File: src/rtl/weightmemory_layer_sequencer_if.sv
// Handshake bundle between the layer sequencer, the weight memory controller
// and the compute pipeline. Signal suffixes are relative to the sequencer.
interface weightmemory_layer_sequencer_if #(
    parameter int K   = 3,
    parameter int N_I = 512,
    parameter int N_O = 512
);
    localparam int KW  = $clog2(K) + 1;
    localparam int NIW = $clog2(N_I) + 1;
    localparam int NOW = $clog2(N_O) + 1;

    logic           wmc_ready_i;
    logic           layer_done_i;
    logic           latch_new_layer_o;
    logic [KW-1:0]  layer_k_o;
    logic [NIW-1:0] layer_ni_o;
    logic [NOW-1:0] layer_no_o;
    logic           toggle_banks_o;
    logic           soft_reset_o;
    logic           compute_start_o;

    modport master (
        input  wmc_ready_i, layer_done_i,
        output latch_new_layer_o, layer_k_o, layer_ni_o, layer_no_o,
               toggle_banks_o, soft_reset_o, compute_start_o
    );

    modport slave (
        output wmc_ready_i, layer_done_i,
        input  latch_new_layer_o, layer_k_o, layer_ni_o, layer_no_o,
               toggle_banks_o, soft_reset_o, compute_start_o
    );
endinterface

File: src/rtl/weightmemory_layer_sequencer.sv
// Walks the weight memory controller through a stack of layer descriptors,
// repeated over a number of image tiles.
//
//  state        | meaning
//  -------------+-------------------------------------------------------
//  S_IDLE       | waiting for start, descriptor writes accepted
//  S_LATCH      | controller latches the current descriptor
//  S_TOGGLE     | controller swaps weight banks
//  S_WAIT_READY | waiting for controller ready
//  S_START      | compute pipeline start pulse
//  S_RUN        | layer computing, waiting for layer_done
//  S_TILE_RST   | soft reset so weight addressing restarts for next tile
//  S_DONE       | run-complete pulse
module weightmemory_layer_sequencer #(
    parameter int N_I        = 512,
    parameter int N_O        = 512,
    parameter int K          = 3,
    parameter int NUM_LAYERS = 8,
    parameter int TILE_W     = 16
) (
    input  logic                            clk_i,
    input  logic                            rst_i,
    input  logic                            cfg_we_i,
    input  logic [$clog2(NUM_LAYERS)-1:0]   cfg_addr_i,
    input  logic [$clog2(K):0]              cfg_k_i,
    input  logic [$clog2(N_I):0]            cfg_ni_i,
    input  logic [$clog2(N_O):0]            cfg_no_i,
    input  logic                            start_i,
    input  logic [$clog2(NUM_LAYERS):0]     num_layers_i,
    input  logic [TILE_W-1:0]               num_tiles_i,
    input  logic                            abort_i,
    weightmemory_layer_sequencer_if.master  wmc,
    output logic [$clog2(NUM_LAYERS)-1:0]   layer_idx_o,
    output logic [TILE_W-1:0]               tile_idx_o,
    output logic                            busy_o,
    output logic                            done_o,
    output logic                            cfg_err_o
);
    localparam int LW  = $clog2(NUM_LAYERS);
    localparam int KW  = $clog2(K) + 1;
    localparam int NIW = $clog2(N_I) + 1;
    localparam int NOW = $clog2(N_O) + 1;
    localparam logic [LW:0] NL_MAX = (LW+1)'(NUM_LAYERS);

    typedef enum logic [2:0] {
        S_IDLE, S_LATCH, S_TOGGLE, S_WAIT_READY, S_START, S_RUN, S_TILE_RST, S_DONE
    } state_t;

    state_t            state_q, state_d;
    logic [LW-1:0]     layer_idx_q;
    logic [TILE_W-1:0] tile_idx_q;
    logic [LW:0]       num_layers_q;
    logic [TILE_W-1:0] num_tiles_q;
    logic              cfg_err_q;
    logic [KW-1:0]     slot_k  [NUM_LAYERS];
    logic [NIW-1:0]    slot_ni [NUM_LAYERS];
    logic [NOW-1:0]    slot_no [NUM_LAYERS];

    logic start_acc, abort_act, last_layer, last_tile, cfg_legal, layer_adv;
    logic latch_d, toggle_d, soft_d, cstart_d, done_d;
    logic [LW:0] num_layers_clamped;

    assign start_acc  = (state_q == S_IDLE) && start_i;
    assign abort_act  = (state_q != S_IDLE) && abort_i;
    assign last_layer = ({1'b0, layer_idx_q} == (num_layers_q - (LW+1)'(1)));
    assign last_tile  = (tile_idx_q == (num_tiles_q - TILE_W'(1)));
    assign layer_adv  = (state_q == S_RUN) && wmc.layer_done_i && !abort_act;

    // More layers than slots cannot be addressed; cap the count at the slot count.
    assign num_layers_clamped = (num_layers_i > NL_MAX) ? NL_MAX : num_layers_i;

    assign cfg_legal = cfg_k_i[0]
                    && (cfg_k_i <= KW'(K))
                    && (cfg_ni_i != '0) && (cfg_ni_i <= NIW'(N_I))
                    && (cfg_no_i != '0) && (cfg_no_i <= NOW'(N_O))
                    && ({1'b0, cfg_addr_i} < NL_MAX);

    // State register.
    always_ff @(posedge clk_i or posedge rst_i) begin
        if (rst_i) state_q <= S_IDLE;
        else       state_q <= state_d;
    end

    // Next-state and strobe decode; abort overrides every transition.
    always_comb begin
        state_d  = state_q;
        latch_d  = 1'b0;
        toggle_d = 1'b0;
        soft_d   = 1'b0;
        cstart_d = 1'b0;
        done_d   = 1'b0;
        case (state_q)
            S_IDLE: begin
                if (start_i) begin
                    if (num_layers_i == '0 || num_tiles_i == '0) state_d = S_DONE;
                    else                                         state_d = S_LATCH;
                end
            end
            S_LATCH: begin
                latch_d = 1'b1;
                state_d = S_TOGGLE;
            end
            S_TOGGLE: begin
                toggle_d = 1'b1;
                state_d  = S_WAIT_READY;
            end
            S_WAIT_READY: begin
                if (wmc.wmc_ready_i) state_d = S_START;
            end
            S_START: begin
                cstart_d = 1'b1;
                state_d  = S_RUN;
            end
            S_RUN: begin
                if (wmc.layer_done_i) begin
                    if (!last_layer)     state_d = S_LATCH;
                    else if (!last_tile) state_d = S_TILE_RST;
                    else                 state_d = S_DONE;
                end
            end
            S_TILE_RST: begin
                soft_d  = 1'b1;
                state_d = S_LATCH;
            end
            S_DONE: begin
                done_d  = 1'b1;
                state_d = S_IDLE;
            end
            default: state_d = S_IDLE;
        endcase
        if (abort_act) begin
            state_d = S_IDLE;
            soft_d  = 1'b1;
        end
    end

    // Layer/tile counters and sampled run lengths.
    always_ff @(posedge clk_i or posedge rst_i) begin
        if (rst_i) begin
            layer_idx_q  <= '0;
            tile_idx_q   <= '0;
            num_layers_q <= '0;
            num_tiles_q  <= '0;
        end else if (start_acc) begin
            layer_idx_q  <= '0;
            tile_idx_q   <= '0;
            num_layers_q <= num_layers_clamped;
            num_tiles_q  <= num_tiles_i;
        end else if (layer_adv) begin
            if (!last_layer) begin
                layer_idx_q <= layer_idx_q + LW'(1);
            end else if (!last_tile) begin
                layer_idx_q <= '0;
                tile_idx_q  <= tile_idx_q + TILE_W'(1);
            end
        end
    end

    // Descriptor slots and sticky error flag; only writable while idle.
    always_ff @(posedge clk_i or posedge rst_i) begin
        if (rst_i) begin
            cfg_err_q <= 1'b0;
            for (int i = 0; i < NUM_LAYERS; i++) begin
                slot_k[i]  <= KW'(K);
                slot_ni[i] <= NIW'(N_I);
                slot_no[i] <= NOW'(N_O);
            end
        end else begin
            if (start_acc) cfg_err_q <= 1'b0;
            if (state_q == S_IDLE && cfg_we_i) begin
                if (cfg_legal) begin
                    slot_k[cfg_addr_i]  <= cfg_k_i;
                    slot_ni[cfg_addr_i] <= cfg_ni_i;
                    slot_no[cfg_addr_i] <= cfg_no_i;
                end else begin
                    cfg_err_q <= 1'b1;
                end
            end
        end
    end

    assign wmc.latch_new_layer_o = latch_d;
    assign wmc.toggle_banks_o    = toggle_d;
    assign wmc.soft_reset_o      = soft_d;
    assign wmc.compute_start_o   = cstart_d;
    assign wmc.layer_k_o         = slot_k[layer_idx_q];
    assign wmc.layer_ni_o        = slot_ni[layer_idx_q];
    assign wmc.layer_no_o        = slot_no[layer_idx_q];
    assign done_o                = done_d;
    assign busy_o                = (state_q != S_IDLE);
    assign layer_idx_o           = layer_idx_q;
    assign tile_idx_o            = tile_idx_q;
    assign cfg_err_o             = cfg_err_q;
endmodule
File: src/flat_wrapper.sv
// flat-port wrapper written by rule: the top's interface ports become plain ports
module weightmemory_layer_sequencer_flat 
#(
    parameter int N_I        = 512,
    parameter int N_O        = 512,
    parameter int K          = 3,
    parameter int NUM_LAYERS = 8,
    parameter int TILE_W     = 16
)
  (clk_i, rst_i, cfg_we_i, cfg_addr_i, cfg_k_i, cfg_ni_i, cfg_no_i, start_i, num_layers_i, num_tiles_i, abort_i, layer_idx_o, tile_idx_o, busy_o, done_o, cfg_err_o, wmc_wmc_ready_i, wmc_layer_done_i, wmc_latch_new_layer_o, wmc_layer_k_o, wmc_layer_ni_o, wmc_layer_no_o, wmc_toggle_banks_o, wmc_soft_reset_o, wmc_compute_start_o);
  weightmemory_layer_sequencer_if #(.K(K), .N_I(N_I), .N_O(N_O)) wmc_i ();
  input  logic clk_i;
  input  logic rst_i;
  input  logic cfg_we_i;
  input  logic [$clog2(NUM_LAYERS)-1:0] cfg_addr_i;
  input  logic [$clog2(K):0] cfg_k_i;
  input  logic [$clog2(N_I):0] cfg_ni_i;
  input  logic [$clog2(N_O):0] cfg_no_i;
  input  logic start_i;
  input  logic [$clog2(NUM_LAYERS):0] num_layers_i;
  input  logic [TILE_W-1:0] num_tiles_i;
  input  logic abort_i;
  output logic [$clog2(NUM_LAYERS)-1:0] layer_idx_o;
  output logic [TILE_W-1:0] tile_idx_o;
  output logic busy_o;
  output logic done_o;
  output logic cfg_err_o;
  input wire logic [$bits(wmc_i.wmc_ready_i)-1:0] wmc_wmc_ready_i;
  input wire logic [$bits(wmc_i.layer_done_i)-1:0] wmc_layer_done_i;
  output wire logic [$bits(wmc_i.latch_new_layer_o)-1:0] wmc_latch_new_layer_o;
  output wire logic [$bits(wmc_i.layer_k_o)-1:0] wmc_layer_k_o;
  output wire logic [$bits(wmc_i.layer_ni_o)-1:0] wmc_layer_ni_o;
  output wire logic [$bits(wmc_i.layer_no_o)-1:0] wmc_layer_no_o;
  output wire logic [$bits(wmc_i.toggle_banks_o)-1:0] wmc_toggle_banks_o;
  output wire logic [$bits(wmc_i.soft_reset_o)-1:0] wmc_soft_reset_o;
  output wire logic [$bits(wmc_i.compute_start_o)-1:0] wmc_compute_start_o;
  assign wmc_i.wmc_ready_i = wmc_wmc_ready_i;
  assign wmc_i.layer_done_i = wmc_layer_done_i;
  assign wmc_latch_new_layer_o = wmc_i.latch_new_layer_o;
  assign wmc_layer_k_o = wmc_i.layer_k_o;
  assign wmc_layer_ni_o = wmc_i.layer_ni_o;
  assign wmc_layer_no_o = wmc_i.layer_no_o;
  assign wmc_toggle_banks_o = wmc_i.toggle_banks_o;
  assign wmc_soft_reset_o = wmc_i.soft_reset_o;
  assign wmc_compute_start_o = wmc_i.compute_start_o;
  weightmemory_layer_sequencer #(.N_I(N_I), .N_O(N_O), .K(K), .NUM_LAYERS(NUM_LAYERS), .TILE_W(TILE_W)) u_core (.clk_i(clk_i), .rst_i(rst_i), .cfg_we_i(cfg_we_i), .cfg_addr_i(cfg_addr_i), .cfg_k_i(cfg_k_i), .cfg_ni_i(cfg_ni_i), .cfg_no_i(cfg_no_i), .start_i(start_i), .num_layers_i(num_layers_i), .num_tiles_i(num_tiles_i), .abort_i(abort_i), .wmc(wmc_i), .layer_idx_o(layer_idx_o), .tile_idx_o(tile_idx_o), .busy_o(busy_o), .done_o(done_o), .cfg_err_o(cfg_err_o));
endmodule
File: config.mk
export PLATFORM = sky130hd
export DESIGN_NAME = weightmemory_layer_sequencer_flat
export DESIGN_NICKNAME = d
export VERILOG_FILES = /design/src/rtl/weightmemory_layer_sequencer_if.sv /design/src/rtl/weightmemory_layer_sequencer.sv /design/src/flat_wrapper.sv
export SDC_FILE = /design/constraint.sdc
export NUM_CORES = 1
export LEC_CHECK = 0
export ABC_AREA = 0
export ABC_CLOCK_PERIOD_IN_PS = 11500
export CAP_MARGIN = 20
export CORE_MARGIN = 2
export CORE_UTILIZATION = 55
export CTS_CLUSTER_DIAMETER = 200
export CTS_CLUSTER_SIZE = 28
export DETAILED_ROUTE_END_ITERATION = 8
export PLACE_DENSITY = 0.75
export SLEW_MARGIN = 5
export SYNTH_ARGS = -nofsm -noshare
export SYNTH_HDL_FRONTEND = slang
export SYNTH_SLANG_ARGS = --single-unit
File: constraint.sdc
create_clock -name clk_i -period 11.5 [get_ports clk_i]
set_clock_uncertainty 0.2 [all_clocks]
set_input_delay 2.3 -clock clk_i [delete_from_list [all_inputs] [get_ports clk_i]]
set_output_delay 2.3 -clock clk_i [all_outputs]
set_load 0.05 [all_outputs]
## Yosys cells after proc, flatten, opt, wreduce, memory -nomap -nowiden

Cells that the tools add are included.

- Logic and storage cells: 124
- Input port bits: 53
- Register bits after elaboration: 227

- Reductions and logical operators: 25
- Eq/ne operators: 14
- Multiplexer cells: 42
- Bitwise gates (word level): 2
- Magnitude comparators: 7
- $add $sub $neg: 4

Operators with widths:

| kind | number |
|---|---|
| $bwmux 80 | 2 |
| $mux 16 | 4 |
| $bmux 10 s3 | 2 |
| $mux 10 | 5 |
| $mux 3 | 13 |
| $demux 10 s3 | 1 |
| $bwmux 24 | 1 |
| $pmux 3 s8 | 1 |
| $le 10x10->1 const B | 2 |
| $reduce_bool 10->1 | 2 |
| $add 16x1->16 const B | 1 |
| $eq 16x16->1 | 1 |
| $logic_not 16->1 | 1 |
| $sub 16x1->16 const B | 1 |
| $eq 3x3->1 const B | 4 |
| $ne 3x2->1 const B | 4 |
| $logic_and 1x1->1 | 11 |
| $mux 1 | 10 |
| $bmux 3 s3 | 1 |
| $demux 3 s3 | 1 |
| $ge 4x4->1 const B | 2 |
| $not 3->4 | 2 |
| $eq 3x2->1 const B | 2 |
| $reduce_and 3->1 | 2 |
| 16 further kinds | 18 |

## Logic depth before layout (Yosys ltp)

- Depth after elaboration: 8
- Depth in mapped cells: 11
- Depth with buffers taken out: 10

## Worst setup path after synthesis

OpenSTA, ideal clock, no wires.

- Path type: input to output
- Start point: input port abort_i
- End point: output port wmc_soft_reset_o
- Path slack: 6.260 ns
- Arrival time: 2.740 ns
- Stages: 2
- Data required time: 9.000 ns
- Cells stage by stage: o21ai_0 > nand2_1

- Word-level cells in the longest chain between the ends: 2

RTL lines:

| item | line | RTL |
|---|---|---|
| start, declared | flat_wrapper.sv:22 | `input logic abort_i;` |
| $logic_and 1x1->1 | weightmemory_layer_sequencer.sv:64 | `assign abort_act = (state_q != S_IDLE) && abort_i;` |
| $mux 1 | weightmemory_layer_sequencer.sv:131 | `if (abort_act) begin` |
| end, declared | flat_wrapper.sv:35 | `output wire logic [$bits(wmc_i.soft_reset_o)-1:0] wmc_soft_reset_o;` |

No other way between the ends.

## Worst setup path in the final report

Ends and elaborated chain as after synthesis.

==> metrics.md <==
| Metric | Value |
|---|---|
| Grt total ovfl | `0` |
| Final GP Congestion | `0.841` |
| Die width | `146 um` |
| Ys async rst share | `1.00` |
| First-pass GRT wire length | `39600 um` |
| Max Fclk | `159 MHz` |
| WL per Instance | `20.4 um` |
| FF-to-FF path depth | `10` |
| Ys flop type | `dfrtp_1` |
| Sequential-to-total area share from yosys stat | `0.518` |
| Final Hold Viols | `0` |
| Via count | `7084` |
| Worst slew margin | `0.299` |
| Residual DRC count | `0` |
| Hold path start | `u_core.slot_k[14]$_DFFE_PP0P_` |
| Antenna violations before repair | `0` |
| CTS Buffer Depth | `3` |
| Total GRT Usage | `0.233` |
| Full die area | `0.0212 sq mm` |
| Post-CTS Setup Inserts | `0` |
| Part of the cycle the worst path needs | `0.548` |
| R2R Path End | `u_core.tile_idx_o[10]$_DFFE_PP0P_` |
| Minimum hold slack | `0.297 ns` |
| Min-delay worst type | `flop to flop` |
| Startpoint types | `primary input` |
| CP endpoint kind | `primary output` |
| Worst R2R Start | `u_core.num_tiles_q[0]$_DFFE_PP0P_` |
| Hold path depth | `1` |
| Unrepaired setup endpoints after global routing | `no` |
| Skew-Pair Late Insertion Delay | `0.47 ns` |
| CP arrival | `3.80 ns` |
| Total CTS buffers | `12` |
| Worst Path Class, Setup | `primary input to primary output` |
| Area leader, netlist | `dfrtp_1` |
| Count leader, synth | `dfrtp_1` |
| Post-synth top area share | `0.442` |
| Distinct cells, synth | `59` |
| Post-synth EDFFs | `0` |
| H-tree levels | `1` |
| 1st-iter DRT viols | `427` |
| Power density cells | `173 mW/mm^2` |
| Vias in the first global route | `7235` |
| Leak Pwr | `0.00569 uW` |
| CTS clk-pin slew, worst paths | `0.10 ns` |
| Synth Cell Area | `0.0110 sq mm` |
| Syn_nets | `889` |
| Syn-to-layout area delta | `15.5%` |
| Req. time, crit path | `9.00 ns` |
| Max FO, Critical Path | `5` |
| FP Rows | `51` |
| Drt pass-1 iters | `4` |
| Final Routed Wirelength | `24100 um` |
| Initial Utilization | `0.563` |
| Largest net degree at the start of global routing | `151` |
| Commonest cells post-synth | `195 x dfrtp_1, 192 x mux2_2, 75 x nand2_1, 46 x mux4_2, 33 x clkbuf_1` |
| Cell count after synthesis | `832` |
| Chip height | `146 um` |
| Clk sinks | `227` |
| Synth Warn # | `0` |
| Slew Limit Fails | `0` |
| Hold-fix buffers, CTS | `0` |
| Flops & latches, synth | `227` |
| # diodes | `0` |
| Max-cap viol count | `0` |
| Total Nets Final | `970` |
| Peak supply drop | `0.000130 V` |
| Post-CTS sizing | `0` |
| DRT antenna net count | `0` |
| # IOs | `102` |
| Worst setup margin | `5.20 ns` |
| Final setup vio count | `0` |
| CP startpoint | `abort_i` |
| Port Buf Inserts | `101` |
| CTS tree | `built` |
| Layout cells sized above 1 | `0.348` |
| Worst-Margin Slew | `1.05 ns` |
| Vias per inst | `5.98` |
| Mapped Avg Cell Area | `13.3 sq um` |
| WHS Endpoint | `u_core.slot_k[14]$_DFFE_PP0P_` |
| Root Buffer Master | `clkbuf_16` |
| Post-route minimum period | `6.30 ns` |
| Status | `finished clean` |
| Setup TNS | `0 ns` |
| Top post-synthesis cells by area | `dfrtp_1 44%, mux2_2 20%, mux4_2 9.4%, dfstp_2 7.6%, nand2_1 2.6%` |
| Dpl hpwl | `15300 um` |
| Pre-CTS WS | `5.16 ns` |
| Core area | `0.0196 sq mm` |
| Reg-to-reg slack, setup | `7.84 ns` |
[final cells by class]
type                       instances  area (sq um)
clock buffer                      19           348
timing repair buffer             117          1170
tap                              265           332
fill                            1466          6850
sequential                       227          5730
multi-input combinational        547          5100
clock inverter                     1          30.0
inverter                           8          37.5
[worst max-delay path by stage]
stage,end,depth (start not counted)
after floorplan,u_core.cfg_err_o$_DFF_PP0_,1
after global placement,wmc_soft_reset_o,4
after detailed placement,u_core.slot_no[36]$_DFFE_PP0P_,9
after CTS,wmc_soft_reset_o,4
after global routing,wmc_soft_reset_o,4
final,wmc_soft_reset_o,4
[critical path: stages]
cell             delay [ns]
clkdlybuf4s50_1        0.53
o21ai_0                0.10
nand2_1                0.08
clkdlybuf4s50_1        0.79
[state kept, by name, summed over array words and instances, names as in the netlist]
signal	count
u_core.num_tiles_q	16
u_core.num_layers_q	4
u_core.slot_k	24
u_core.slot_ni	80
u_core.layer_idx_o	3
u_core.tile_idx_o	16
u_core.cfg_err_o	1
u_core.slot_no	80
u_core.state_q	3
[power by group]
part           internal, uW  leakage [uW]  switching, uW  total [uW]
clock network           217      0.000179            261         478
logic                   316       0.00252            393         708
registers               911       0.00299            109        1020
[layout by cell type (no fill, tap or decap), drive strengths merged, types with 17 or more instances in the layout]
cell type,instances
clkbuf,19
xnor2,17
clkdlybuf4s50,101
nor2,23
mux4,46
dfrtp,195
nand2,75
o21ai,20
dfstp,32
mux2,192
[routing by layer]
metal | share of wire | global-route usage
met3 | 0.043 | 0.0320
met4 | 0.013 | 0.0373
met1 | 0.45 | 0.334
met2 | 0.49 | 0.390
met5 | 0 | 0
[cell families after synthesis]
kind of cell,after synthesis,synth area share
DFF,227,0.518
muxes,241,0.292
AOI/OAI and AO/OA,68,0.0432
adders and majority gates,4,0.00453
and+or+nand+nor,202,0.0949
buffers and inverters,58,0.0213
xor gates and xnor gates,32,0.0254
[stage by stage]
stage          total power [uW]  cell area, sq um  instances   util
2_1_floorplan              1540             11000        832      -
3_3_place_gp               1720             12300       1162  0.628
3_5_place_dp               1730             12300       1162  0.628
4_1_cts                    2210             12700       1182  0.648
5_1_grt                    2330             12700       1184  0.651
6_report                   2210             12700       1184  0.651
No activity file was read; power rests on OpenSTA's default activity.
